`config.mk`:
```
export PLATFORM = sky130hd
export DESIGN_NAME = led_sequencer_core
export DESIGN_NICKNAME = d
export VERILOG_FILES = /design/src/rtl/led_sequencer_core.sv
export SDC_FILE = /design/constraint.sdc
export NUM_CORES = 1
export LEC_CHECK = 0
export BUFFER_PORTS_ARGS = -buffer_cell sky130_fd_sc_hd__buf_2
export CAP_MARGIN = 10
export CORE_ASPECT_RATIO = 0.5
export CORE_MARGIN = 1.5
export CORE_UTILIZATION = 40
export CTS_BUF_LIST = sky130_fd_sc_hd__clkbuf_4
export DETAILED_ROUTE_END_ITERATION = 8
export GPL_ROUTABILITY_DRIVEN = 0
export MAX_ROUTING_LAYER = met4
export SLEW_MARGIN = 40
export SYNTH_ARGS = -nofsm -noshare
export SYNTH_HDL_FRONTEND = slang
export SYNTH_SLANG_ARGS = --single-unit
```
`constraint.sdc`:
```
create_clock -name clk -period 6 [get_ports clk]
set_input_delay 0.9 -clock clk [delete_from_list [all_inputs] [get_ports clk]]
set_output_delay 0.9 -clock clk [all_outputs]
set_load 0.01 [all_outputs]
```
`src/rtl/led_sequencer_core.sv`:
```
// led_sequencer_core: ROM-programmed sequencer driving peripheral write strobes and timed waits
module led_sequencer_core #(
  parameter int DATA_W = 8,
  parameter int ROM_DEPTH = 32,
  parameter int CNT_BYTES = 4
) (
  input  logic                          clk,
  input  logic                          rst,
  input  logic                          start,
  input  logic                          stop,
  input  logic                          prog_we,
  input  logic [7:0]                    prog_addr,
  input  logic [DATA_W-1:0]             prog_data,
  output logic                          wr_en,
  output logic [7:0]                    data_address,
  output logic [DATA_W-1:0]             write_data,
  output logic [CNT_BYTES*DATA_W-1:0]   counter,
  output logic [7:0]                    pc,
  output logic                          busy,
  output logic                          halted,
  output logic                          err
);
  localparam int CW = CNT_BYTES * DATA_W;
  localparam int AW = ROM_DEPTH > 1 ? $clog2(ROM_DEPTH) : 1;
  localparam logic [DATA_W-1:0] OP_NOP  = DATA_W'(8'h11);
  localparam logic [DATA_W-1:0] OP_W1   = DATA_W'(8'h12);
  localparam logic [DATA_W-1:0] OP_W3   = DATA_W'(8'h14);
  localparam logic [DATA_W-1:0] OP_LD   = DATA_W'(8'h15);
  localparam logic [DATA_W-1:0] OP_WAIT = DATA_W'(8'h16);
  localparam logic [DATA_W-1:0] OP_JMP  = DATA_W'(8'h17);
  localparam logic [DATA_W-1:0] OP_HALT = DATA_W'(8'h18);
  typedef enum logic [2:0] {IDLE, FETCH, DECODE, OPERAND, WRITE, WAIT, HALT} state_t;
  state_t state, resume;
  logic [DATA_W-1:0] rom [ROM_DEPTH];
  logic [DATA_W-1:0] ir, rd;
  logic [7:0] ipc, pc_inc, bcnt;
  logic [CW-1:0] sh, sh_nxt;
  logic stop_pend, stopping;
  assign rd = rom[pc[AW-1:0]];
  assign pc_inc = int'(pc) == ROM_DEPTH - 1 ? 8'd0 : pc + 8'd1;
  assign sh_nxt = (sh << DATA_W) | CW'(rd);
  assign stopping = stop | stop_pend;
  assign resume = stopping ? IDLE : FETCH;
  assign busy = state != IDLE && state != HALT;
  assign halted = state == HALT;
  always_ff @(posedge clk)
    if (prog_we && !busy && int'(prog_addr) < ROM_DEPTH) rom[prog_addr[AW-1:0]] <= prog_data;
  always_ff @(posedge clk or negedge rst) begin
    if (!rst) begin
      state <= IDLE;
      pc <= '0;
      ipc <= '0;
      ir <= '0;
      bcnt <= '0;
      sh <= '0;
      wr_en <= 1'b0;
      data_address <= '0;
      write_data <= '0;
      counter <= '0;
      err <= 1'b0;
      stop_pend <= 1'b0;
    end else begin
      wr_en <= 1'b0;
      stop_pend <= busy && stopping;
      case (state)
        IDLE, HALT: if (start && !stop) begin
          pc <= '0;
          err <= 1'b0;
          state <= FETCH;
        end
        FETCH: begin
          ir <= rd;
          ipc <= pc;
          state <= DECODE;
        end
        DECODE: begin
          pc <= pc_inc;
          bcnt <= '0;
          sh <= '0;
          if (ir == OP_NOP) state <= resume;
          else if (ir >= OP_W1 && ir <= OP_W3) begin
            data_address <= 8'(ir - OP_NOP);
            state <= OPERAND;
          end else if (ir == OP_LD || ir == OP_JMP) state <= OPERAND;
          else if (ir == OP_WAIT) state <= WAIT;
          else begin
            pc <= pc;
            if (ir != OP_HALT) err <= 1'b1;
            state <= HALT;
          end
        end
        OPERAND: begin
          pc <= pc_inc;
          if (ir == OP_JMP) begin
            // an out-of-range target parks pc on the offending JMP
            if (int'(rd) >= ROM_DEPTH) begin
              pc <= ipc;
              err <= 1'b1;
              state <= HALT;
            end else begin
              pc <= 8'(rd);
              state <= resume;
            end
          end else if (ir == OP_LD) begin
            sh <= sh_nxt;
            bcnt <= bcnt + 8'd1;
            if (int'(bcnt) == CNT_BYTES - 1) begin
              counter <= sh_nxt;
              state <= resume;
            end
          end else begin
            write_data <= rd;
            wr_en <= 1'b1;
            state <= WRITE;
          end
        end
        WRITE: state <= resume;
        WAIT: if (stopping) state <= IDLE;
          else if (counter == '0) state <= FETCH;
          else counter <= counter - CW'(1);
        default: state <= IDLE;
      endcase
    end
  end
endmodule

```
* Word level (Yosys, flattened, before mapping)
Memory sizes are Yosys's and may differ from the RTL's.
Index checks and enable logic that the tools add are counted.
** Operators by class
- Add/subtract/negate cells :: 4
- Order comparisons :: 4
- Eq/ne operators :: 30
- Muxes and demuxes :: 48
- Bitwise logic cells :: 5
- Reduce and logical (&&, ||, !) cells :: 23
** Operator list (count)
- 2-to-1 mux 32 bit :: 5
- 2-to-1 mux 8 bit :: 10
- one-hot mux 32 bit (2 select lines) :: 1
- 2-to-1 mux 24 bit :: 2
- one-hot mux 24 bit (2 select lines) :: 1
- == test 8 x 5 -> 1 bit (second input constant) :: 4
- logical NOT 32 bit :: 1
- OR 32 x 8 -> 32 bit :: 1
- subtractor 32 x 1 -> 32 bit (second input constant) :: 1
- 2-to-1 mux 3 bit :: 10
- != test 2 bit (second input constant) :: 13
- one-hot mux 8 bit (3 select lines) :: 1
- one-hot mux 3 bit (6 select lines) :: 1
- adder 8 x 1 -> 8 bit (second input constant) :: 2
- one-hot mux 8 bit (2 select lines) :: 1
- AND reduction 3 bit :: 5
- 2-to-1 mux 1 bit :: 14
- == test 3 bit (second input constant) :: 3
- AND reduction 9 bit :: 1
- == test 8 x 3 -> 1 bit (second input constant) :: 1
- == test 8 x 6 -> 1 bit (second input constant) :: 1
- greater-or-equal comparator 8 x 5 -> 1 bit (second input constant) :: 1
- greater-or-equal comparator 8 x 6 -> 1 bit (second input constant) :: 1
- <= comparator 8 x 5 -> 1 bit (second input constant) :: 1
- other kinds (20) :: 32
** Storage, ports and cells
- Flip-flop bits (word level) :: 110
- Bits in writable memories :: 256
- Input bits :: 21
- Logic and storage cells :: 127
- Memories :: 1
** Memory list
- rom :: words 32, width 8, read ports 1, clocked after Yosys merged registers in 0, write ports 1, RTL line 34 : logic [DATA_W-1:0] rom [ROM_DEPTH];

* Longest topological paths before layout
Gate-level depths: netlist of the first run.
- Depth in word-level cells :: 7
- Depth in mapped cells :: 11
- Depth with buffers taken out :: 9

* Worst setup path after synthesis of the first run
OpenSTA, ideal clock, no wires.
- Path type :: register -> register
- From :: register pc[1]
- To :: register counter[3]
- Library setup time :: 0.122 ns
- Data arrival time :: 2.559 ns
- Path slack :: 3.319 ns
- Cell stages (with the launch flop) :: 9
- Path buffers :: 3
- Clock period less this slack :: 2.681 ns
- Cell sequence :: dfrtp_1 buf_6 buf_6 buf_2 mux4_2 mux4_2 mux2i_1 nand2_1 a32o_1
** Between the ends
- Word-level cells in the longest chain between the ends :: 6
** Ends and longest elaborated chain
- start: declaration :: RTL line 18 : output logic [7:0] pc,
- start signal: assignment :: RTL line 77 : pc <= pc_inc;
- start signal: assignment :: RTL line 87 : pc <= pc;
- start signal: assignment :: RTL line 93 : pc <= pc_inc;
- memory (32 x 8 bit)
- OR 32 x 8 -> 32 bit :: RTL line 41 : assign sh_nxt = (sh << DATA_W) | CW'(rd);
- 2-to-1 mux 32 bit :: RTL line 107 : if (int'(bcnt) == CNT_BYTES - 1) begin
- 2-to-1 mux 32 bit :: RTL line 104 : end else if (ir == OP_LD) begin
- 2-to-1 mux 32 bit :: RTL line 94 : if (ir == OP_JMP) begin
- one-hot mux 32 bit (2 select lines) :: RTL line 65 : case (state)
- end signal: assignment :: RTL line 108 : counter <= sh_nxt;
- end signal: assignment :: RTL line 120 : else counter <= counter - CW'(1);
- end: declaration :: RTL line 17 : output logic [CNT_BYTES*DATA_W-1:0] counter,
No other way between the ends. The select of a mux whose other input is x is not followed.
A chain may end at the register's enable or synchronous reset.

* Final worst setup path of the first run
- From :: register pc[1]
- To :: register state[1]
** Between the ends
- Word-level cells in the longest chain between the ends :: 5
** Ends and longest elaborated chain
- memory (32 x 8 bit)
- greater-or-equal comparator 8 x 6 -> 1 bit :: RTL line 96 : if (int'(rd) >= ROM_DEPTH) begin
- 2-to-1 mux 3 bit :: RTL line 96
- 2-to-1 mux 3 bit :: RTL line 94
- one-hot mux 3 bit (6 select lines) :: RTL line 65
- end signal: assignment :: RTL line 80 : if (ir == OP_NOP) state <= resume;
- end signal: assignment :: RTL line 102 : state <= resume;
- end signal: assignment :: RTL line 109 : state <= resume;
- end: declaration :: RTL line 33 : state_t state, resume;
No other way between the ends.

==> results of run 1 <==
worst max-delay path, delay by kind of cell (launching register included):
kind                   cells  cell delay, ns
buffers and inverters      1            0.30
DFF                        1            0.75
muxes                      3            1.39
and+or+nand+nor            3            0.98
metrics by stage:
stage / util [%] / setup slack [ns] / instances
5_1_grt: 46.7 / 2.19 / 1770
6_report: 46.7 / 2.38 / 1770
3_5_place_dp: 43.8 / 2.40 / 1617
4_1_cts: 46.7 / 2.37 / 1768
3_3_place_gp: 43.5 / 2.29 / 1615
2_1_floorplan: - / 3.32 / 1057
report_power, final:
group / total [mW] / switching [mW] / internal, mW / leakage (nW)
clock network: 2.04 / 1.01 / 1.03 / 0.653
logic: 2.02 / 1.13 / 0.891 / 1.88
registers: 3.35 / 0.405 / 2.95 / 3.72
total: 7.41 / 2.54 / 4.87 / 6.26
area by class of cell:
| type | instances | area [sq um] | share of cell area [%] |
|---|---|---|---|
| sequential | 366 | 10400 | 59.2 |
| multi-input combinational | 611 | 4820 | 27.3 |
| clock buffer | 130 | 976 | 5.53 |
| tap | 520 | 651 | 3.68 |
| timing repair buffer | 95 | 539 | 3.05 |
| clock inverter | 21 | 125 | 0.708 |
| inverter | 25 | 93.8 | 0.531 |
| antenna | 2 | 5.00 | 0.0283 |
logic make-up (layout without fill, tap and decap cells):
| kind of cell | Yosys count | count (layout) | synth area share [%] |
|---|---|---|---|
| compound gates | 208 | 208 | 8.46 |
| mux | 92 | 92 | 11.7 |
| fa+ha+maj | 9 | 9 | 0.709 |
| flops | 366 | 366 | 67.3 |
| xor+xnor | 12 | 12 | 0.677 |
| buf+inv | 80 | 271 | 2.25 |
| other cells | 0 | 2 | 0 |
| simple gates | 290 | 290 | 8.93 |
sequential cells by signal, summed over array words and instances, names as in the netlist, 3 cells and up:
| register | count |
|---|---|
| sh | 24 |
| write_data | 8 |
| ipc | 8 |
| counter | 32 |
| pc | 8 |
| ir | 8 |
| rom | 256 |
| bcnt | 8 |
| state | 3 |
| data_address | 8 |
synthesized netlist by cell type, types with 7 or more instances:
| library cell | instances |
|---|---|
| sky130_fd_sc_hd__nor3_1 | 21 |
| sky130_fd_sc_hd__o21ai_1 | 17 |
| sky130_fd_sc_hd__a31oi_1 | 9 |
| sky130_fd_sc_hd__clkbuf_1 | 34 |
| sky130_fd_sc_hd__nand2b_1 | 8 |
| sky130_fd_sc_hd__or3_1 | 8 |
| sky130_fd_sc_hd__inv_1 | 24 |
| sky130_fd_sc_hd__mux2i_1 | 14 |
| sky130_fd_sc_hd__dfrtp_1 | 110 |
| sky130_fd_sc_hd__o22ai_1 | 12 |
| sky130_fd_sc_hd__mux2_2 | 7 |
| sky130_fd_sc_hd__ha_1 | 8 |
| sky130_fd_sc_hd__nor2_1 | 89 |
| sky130_fd_sc_hd__nor2b_1 | 9 |
| sky130_fd_sc_hd__nand2_1 | 85 |
| sky130_fd_sc_hd__nand3_1 | 23 |
| sky130_fd_sc_hd__a21oi_1 | 60 |
| sky130_fd_sc_hd__a22o_1 | 19 |
| sky130_fd_sc_hd__mux4_2 | 70 |
| sky130_fd_sc_hd__nand4_1 | 8 |
| sky130_fd_sc_hd__buf_2 | 12 |
| sky130_fd_sc_hd__edfxtp_1 | 256 |
| sky130_fd_sc_hd__o21ai_0 | 40 |
cell usage in the layout (no fill, tap or decap), types with 7 or more instances in the layout:
cell	count
sky130_fd_sc_hd__mux4_2	70
sky130_fd_sc_hd__nor2_2	30
sky130_fd_sc_hd__inv_1	24
sky130_fd_sc_hd__buf_2	79
sky130_fd_sc_hd__nand4_1	8
sky130_fd_sc_hd__nor3_1	20
sky130_fd_sc_hd__buf_4	13
sky130_fd_sc_hd__nand3_1	23
sky130_fd_sc_hd__mux2_2	7
sky130_fd_sc_hd__a22o_1	19
sky130_fd_sc_hd__nand2b_1	8
sky130_fd_sc_hd__o21ai_0	40
sky130_fd_sc_hd__or3_1	8
sky130_fd_sc_hd__a31oi_1	9
sky130_fd_sc_hd__a21oi_1	60
sky130_fd_sc_hd__nand2_1	83
sky130_fd_sc_hd__o21ai_1	16
sky130_fd_sc_hd__clkbuf_4	130
sky130_fd_sc_hd__clkinv_1	16
sky130_fd_sc_hd__o22ai_1	12
sky130_fd_sc_hd__nor2_1	59
sky130_fd_sc_hd__ha_1	8
sky130_fd_sc_hd__mux2i_1	14
sky130_fd_sc_hd__edfxtp_1	256
sky130_fd_sc_hd__nor2b_1	9
sky130_fd_sc_hd__dfrtp_1	107
worst paths after layout:
kind	startpoint	slack, ns	to
worst max-delay path	pc[1]$_DFFE_PN0P_	2.38	state[1]$_DFFE_PN0P_
worst max register to register	pc[1]$_DFFE_PN0P_	2.38	state[1]$_DFFE_PN0P_
min in group clk	data_address[4]$_DFFE_PN0P_	0.48	data_address[4]$_DFFE_PN0P_
worst min register to register	data_address[4]$_DFFE_PN0P_	0.48	data_address[4]$_DFFE_PN0P_
worst min-delay path	rst	0.15	counter[27]$_DFFE_PN0P_
max in group asynchronous	rst	4.86	counter[7]$_DFFE_PN0P_
per-layer routing:
metal / part of all wire (%) / wire [microns]
met5: 0 / 0
met4: 2.0 / 782
met3: 6.7 / 2630
met2: 48 / 18800
met1: 43 / 17000
==> flow_summary.rst, run 1 <==
.. list-table::
   :header-rows: 1

   * - Metric
     - Value
   * - Router iterations before antenna repair
     - 5
   * - Floorplan die width
     - 282 microns
   * - Hold Path Class
     - in -> async
   * - Cell count of the worst reg-to-reg path
     - 7
   * - Full die area
     - roughly 40000 sq um
   * - Post-CTS setup buffer count
     - 0
   * - Biggest area contributors in the synthesized netlist
     - sky130_fd_sc_hd__edfxtp_1, sky130_fd_sc_hd__dfrtp_1, sky130_fd_sc_hd__mux4_2
   * - Chip height
     - 142 microns
   * - Largest stage delay on the critical path
     - 0.75 ns
   * - Setup repair after global routing missed its margin
     - false
   * - Number of buffers added on ports
     - 80
   * - Number of nets still failing antenna checks after routing
     - 0
   * - Clock network latency to the later pin of the worst-skew pair
     - 0.79 ns
   * - CTS Buf Count
     - between 80 and 90
   * - Nature of the critical path endpoint
     - flop
   * - Required time of the critical path
     - 6.62 ns
   * - PD cells
     - 420 nW/um^2
   * - Avg WL per Cell
     - 22.1 microns
   * - Area of the mapped netlist
     - 15500 sq um
   * - GRT Max-Usage Layer
     - met2
   * - Final instance area
     - 17700 sq um
   * - Final worst path period need
     - 3.62 ns
   * - Number of warnings reported in the yosys synthesis log
     - 0
   * - Cell seen most often among critical-path stages
     - sky130_fd_sc_hd__mux4_2
   * - Met3 track demand over resource
     - 5.55%
   * - Data arrival time of the critical path
     - 4.24 ns
   * - Area of the core
     - 37800 sq um
   * - Cell area after placement
     - 16500 sq um
   * - Portion of the post-synthesis area used by sequential elements
     - roughly 67%
   * - Pin count of the biggest net entering global routing
     - 72
   * - Syn Nets
     - 1086
   * - Effective utilization at floorplan
     - 41.1%
   * - Final layout net count
     - 1214
   * - Number of H-tree levels
     - 3
   * - Synthesized area per cell
     - between 10 and 15 sq um
   * - Met2 usage in global routing
     - 32.1%
   * - Worst Tran Pin Value
     - 0.805 ns
   * - Post-synth ARST share
     - 30.1%
   * - CTS tree
     - built
   * - Worst rel slew slack
     - 46.1%
   * - Top-area cell type share of the netlist area
     - 49.5%
   * - Final period utilization
     - 60.4%
   * - First-pass GRT wire length
     - 60100 microns
   * - Cell count after synthesis
     - 1057
   * - Setup skew after layout
     - 0.0541 ns
   * - Worst Hold Slack
     - roughly 0.15 ns
   * - Unique masters post-synth
     - just under 70
   * - Maximum vdd drop
     - around 0.14 mV
   * - Max-capacitance violation count
     - 0
   * - Hold violation total from the final report
     - 0
   * - Leading register cell type out of synthesis
     - sky130_fd_sc_hd__edfxtp_1
   * - Run status
     - completed
   * - Buffer levels on the longest clock path
     - 3
   * - Cell chain of the critical path
     - buf_12 > mux4_2 > mux4_2 > mux2i_4 > nand3_1 > nand2_1 > nand4_1
   * - Routing usage on met1
     - 27.1%
   * - Synthesized flop and latch total
     - 366
   * - Number of placed I/O pins
     - 81
   * - Peak clock frequency supported by timing
     - 0.276 GHz
   * - Fill cells
     - 3355
   * - Final setup violating endpoints
     - 0
   * - Sum of internal, switching and leakage power
     - 7.41 mW
   * - Vias in the first global route
     - 10048
   * - Number of DRC markers after the initial detailed-route iteration
     - 1032
   * - Leakage component of the power
     - 6.26 nW
   * - Detailed-route wire length
     - 39200 microns
   * - Overall via count from detail_route
     - 9900
   * - Library cell occupying the most area in the post-synthesis netlist
     - sky130_fd_sc_hd__edfxtp_1
   * - Slew Viols, Final
     - 0
   * - Slowest cell on the critical path
     - sky130_fd_sc_hd__dfrtp_4
   * - Kind of start point of the critical path
     - flop
   * - Post-DP HPWL
     - ~25000 microns
   * - Number of gates given a new drive strength after cts
     - 0
   * - Total GRT Usage
     - 20.8%
   * - FP Rows
     - 50
   * - Ratio of cells with drive above 1 in the final layout
     - between 20% and 30%
   * - Drt via density
     - 5.59
   * - Critical path start-end classification
     - reg -> reg
   * - Antenna violations before repair
     - 2
   * - CTS Hold Bufs
     - 0
   * - Critical-path maximum fanout
     - 29
   * - Clock root buffer
     - sky130_fd_sc_hd__clkbuf_4
   * - Total gr overflow
     - 0
   * - DRC Markers
     - 0
   * - Total negative setup slack
     - 0 ns
   * - Clock transition at the registers of the reported paths
     - 0.08 ns
   * - Number of clock sinks seen by CTS
     - between 300 and 400
   * - Count of flip-flops with a built-in enable after synthesis
     - 256
   * - Layout overhead on the synthesized area
     - 13.8%
Note: power is estimated with default switching activity, not from simulation.
==> inputs of run 2 (changes only) <==
==> constraint.sdc (replaced) <==
create_clock -name clk -period 3.75 [get_ports clk]
set_input_delay 0.5625 -clock clk [delete_from_list [all_inputs] [get_ports clk]]
set_output_delay 0.5625 -clock clk [all_outputs]
set_load 0.01 [all_outputs]
==> run 2 against run 1 <==
Register-to-register slack worse by 2.0 ns. Design area up 1.9%. Clock power rose by 63%. Sequential power grew 58%. Clock skew up 0.0017 ns. Largest power group unchanged. Wire length about the same. Core utilization is 0.90 points higher. First-iteration DRC count shrank 16%. Total power is 62% higher.
==> flow_summary.rst, run 2 (same netlist as run 1, synthesis figures left out) <==
.. list-table::
   :header-rows: 1

   * - Metric
     - Value
   * - Run status
     - completed
   * - Clock transition at the registers of the reported paths
     - 0.07 ns (about the same)
   * - Layout overhead on the synthesized area
     - 16.0%
   * - First-pass GRT wire length
     - 60700 microns (+1.0%)
   * - Full die area
     - 40100 sq um (unchanged)
   * - Pin count of the biggest net entering global routing
     - 86 (+19%)
   * - Antenna violations before repair
     - 4 (+2)
   * - Number of DRC markers after the initial detailed-route iteration
     - 862 (-16%)
   * - Data arrival time of the critical path
     - 4.00 ns (-0.24 ns)
   * - Fill cells
     - 3351 (-0.12%)
   * - Post-DP HPWL
     - 25400 microns (+1.9%)
   * - Floorplan die width
     - 282 microns (unchanged)
   * - Required time of the critical path
     - 4.37 ns (-2.25 ns)
   * - Ratio of cells with drive above 1 in the final layout
     - 29.4% (+0.77 points)
   * - Number of clock sinks seen by CTS
     - 366 (unchanged)
   * - Final worst path period need
     - 3.37 ns (-0.253 ns)
   * - Chip height
     - 142 microns (unchanged)
   * - Total GRT Usage
     - 21.0% (+0.16 points)
   * - Final layout net count
     - 1263 (+4.0%)
   * - Setup repair after global routing missed its margin
     - false
   * - Number of gates given a new drive strength after cts
     - 0 (unchanged)
   * - Detailed-route wire length
     - 39200 microns (about the same)
   * - Kind of start point of the critical path
     - flop
   * - Hold violation total from the final report
     - 0 (unchanged)
   * - Clock network latency to the later pin of the worst-skew pair
     - 0.80 ns (about the same)
   * - Number of H-tree levels
     - 3 (unchanged)
   * - Clock root buffer
     - sky130_fd_sc_hd__clkbuf_4
   * - Critical path start-end classification
     - reg -> reg
   * - Number of buffers added on ports
     - 80 (unchanged)
   * - Number of nets still failing antenna checks after routing
     - 0 (unchanged)
   * - Cell area after placement
     - 16800 sq um (+1.7%)
   * - Worst Tran Pin Value
     - 0.707 ns (-0.0983 ns)
   * - Fin worst setup slack
     - 0.378 ns (-2.00 ns)
   * - Maximum vdd drop
     - 0.252 mV (+75%)
   * - Total negative setup slack
     - 0 ns (unchanged)
   * - Effective utilization at floorplan
     - 41.1% (unchanged)
   * - FP Rows
     - 50 (unchanged)
   * - CTS Buf Count
     - 88 (+2.3%)
   * - Critical-path maximum fanout
     - 29 (unchanged)
   * - Vias in the first global route
     - 10087 (+0.39%)
   * - Buffer levels on the longest clock path
     - 3 (unchanged)
   * - Slew Viols, Final
     - 0 (unchanged)
   * - Most frequent cells in the layout
     - sky130_fd_sc_hd__edfxtp_1, sky130_fd_sc_hd__clkbuf_4, sky130_fd_sc_hd__dfrtp_1, sky130_fd_sc_hd__nor2_1, sky130_fd_sc_hd__nand2_1
   * - CTS tree
     - built
   * - Router iterations before antenna repair
     - 5 (unchanged)
   * - Nature of the critical path endpoint
     - flop
   * - Number of placed I/O pins
     - 81 (unchanged)
   * - Share of the core filled with cells
     - 47.6% (+0.90 points)
   * - Flip-flop count of the largest register, all copies and words added
     - 256 (unchanged)
   * - PD cells
     - 669 nW/um^2 (+59%)
   * - Setup skew after layout
     - 0.0558 ns (+0.00168 ns)
   * - Peak clock frequency supported by timing
     - 0.297 GHz (+7.5%)
   * - Overall via count from detail_route
     - 9966 (+0.67%)
   * - Area of the core
     - 37800 sq um (unchanged)
   * - DRC Markers
     - 0 (unchanged)
   * - Hold Path Class
     - in -> reg
   * - Sum of internal, switching and leakage power
     - 12.0 mW (+62%)
   * - Post-CTS setup buffer count
     - 0 (unchanged)
   * - Total gr overflow
     - 0 (unchanged)
   * - Max-capacitance violation count
     - 0 (unchanged)
   * - Final instance area
     - 18000 sq um (+1.9%)
   * - Drt via density
     - 5.44 (-2.7%)
   * - Final period utilization
     - 89.9% (+30 points)
   * - Leakage component of the power
     - 6.55 nW (+4.6%)
   * - Most common cell after layout, fill and taps aside
     - sky130_fd_sc_hd__edfxtp_1
   * - Worst rel slew slack
     - 51.5% (+5.4 points)
   * - Placement-stage worst setup slack
     - 0.340 ns (-2.06 ns)
   * - Avg WL per Cell
     - 21.4 microns (-3.4%)
   * - CTS Hold Bufs
     - 1 (+1)
   * - Final setup violating endpoints
     - 0 (unchanged)
## run 2: cell type report
type | instances | area, sq um | area share, %
Antenna cell | 4 | 10.0 | 0.0556
Sequential cell | 366 | 10400 | 58.0
Multi-Input combinational cell | 611 | 4750 | 26.4
Clock buffer | 143 | 1070 | 5.96
Inverter | 25 | 93.8 | 0.521
Timing Repair Buffer | 142 | 890 | 4.94
Tap cell | 520 | 651 | 3.61
Clock inverter | 20 | 88.8 | 0.494
## run 2: path summary, 6_finish.rpt
check,startpoint,slack (ns),cells after the start,to
setup reg to reg,pc[1]$_DFFE_PN0P_,0.38,7,pc[7]$_DFFE_PN0P_
hold reg to reg,data_address[4]$_DFFE_PN0P_,0.46,2,data_address[4]$_DFFE_PN0P_
hold / removal,stop,0.17,3,stop_pend$_DFF_PN0_
setup / recovery,pc[1]$_DFFE_PN0P_,0.38,7,pc[7]$_DFFE_PN0P_
min in group asynchronous,rst,0.37,2,counter[21]$_DFFE_PN0P_
max in group asynchronous,rst,2.61,3,counter[1]$_DFFE_PN0P_
## run 2: routing by layer
| layer | share of wire (%) | GRT usage (%) | vias up |
|---|---|---|---|
| met3 | 5.5 | 4.89 | 59 |
| li1 | - | - | 4520 |
| met1 | 44 | 27.3 | 5082 |
| met5 | 0 | - | - |
| met4 | 2.2 | 7.10 | 0 |
| met2 | 48 | 32.7 | 305 |
## run 2: power breakdown
part / switching (mW) / total [mW] / internal, mW
Sequential: 0.584 / 5.29 / 4.71
Combinational: 1.90 / 3.42 / 1.52
Clock: 1.60 / 3.32 / 1.73
## run 2: stage by stage
stage               hold slack, ns  instances
floorplan                    0.267       1057
global placement             0.450       1663
detailed placement           0.450       1663
CTS                          0.105       1827
global route                 0.186       1831
finish                       0.172       1831
## run 2: worst max-delay path, stage by stage (launching register included)
cell                        delay (ns)
sky130_fd_sc_hd__dfrtp_4          0.80
sky130_fd_sc_hd__mux4_2           0.58
sky130_fd_sc_hd__and2_0           0.16
sky130_fd_sc_hd__a2111oi_0        0.52
sky130_fd_sc_hd__or4_1            0.25
sky130_fd_sc_hd__nand3_1          0.37
sky130_fd_sc_hd__nand2_1          0.38
sky130_fd_sc_hd__o221ai_1         0.15
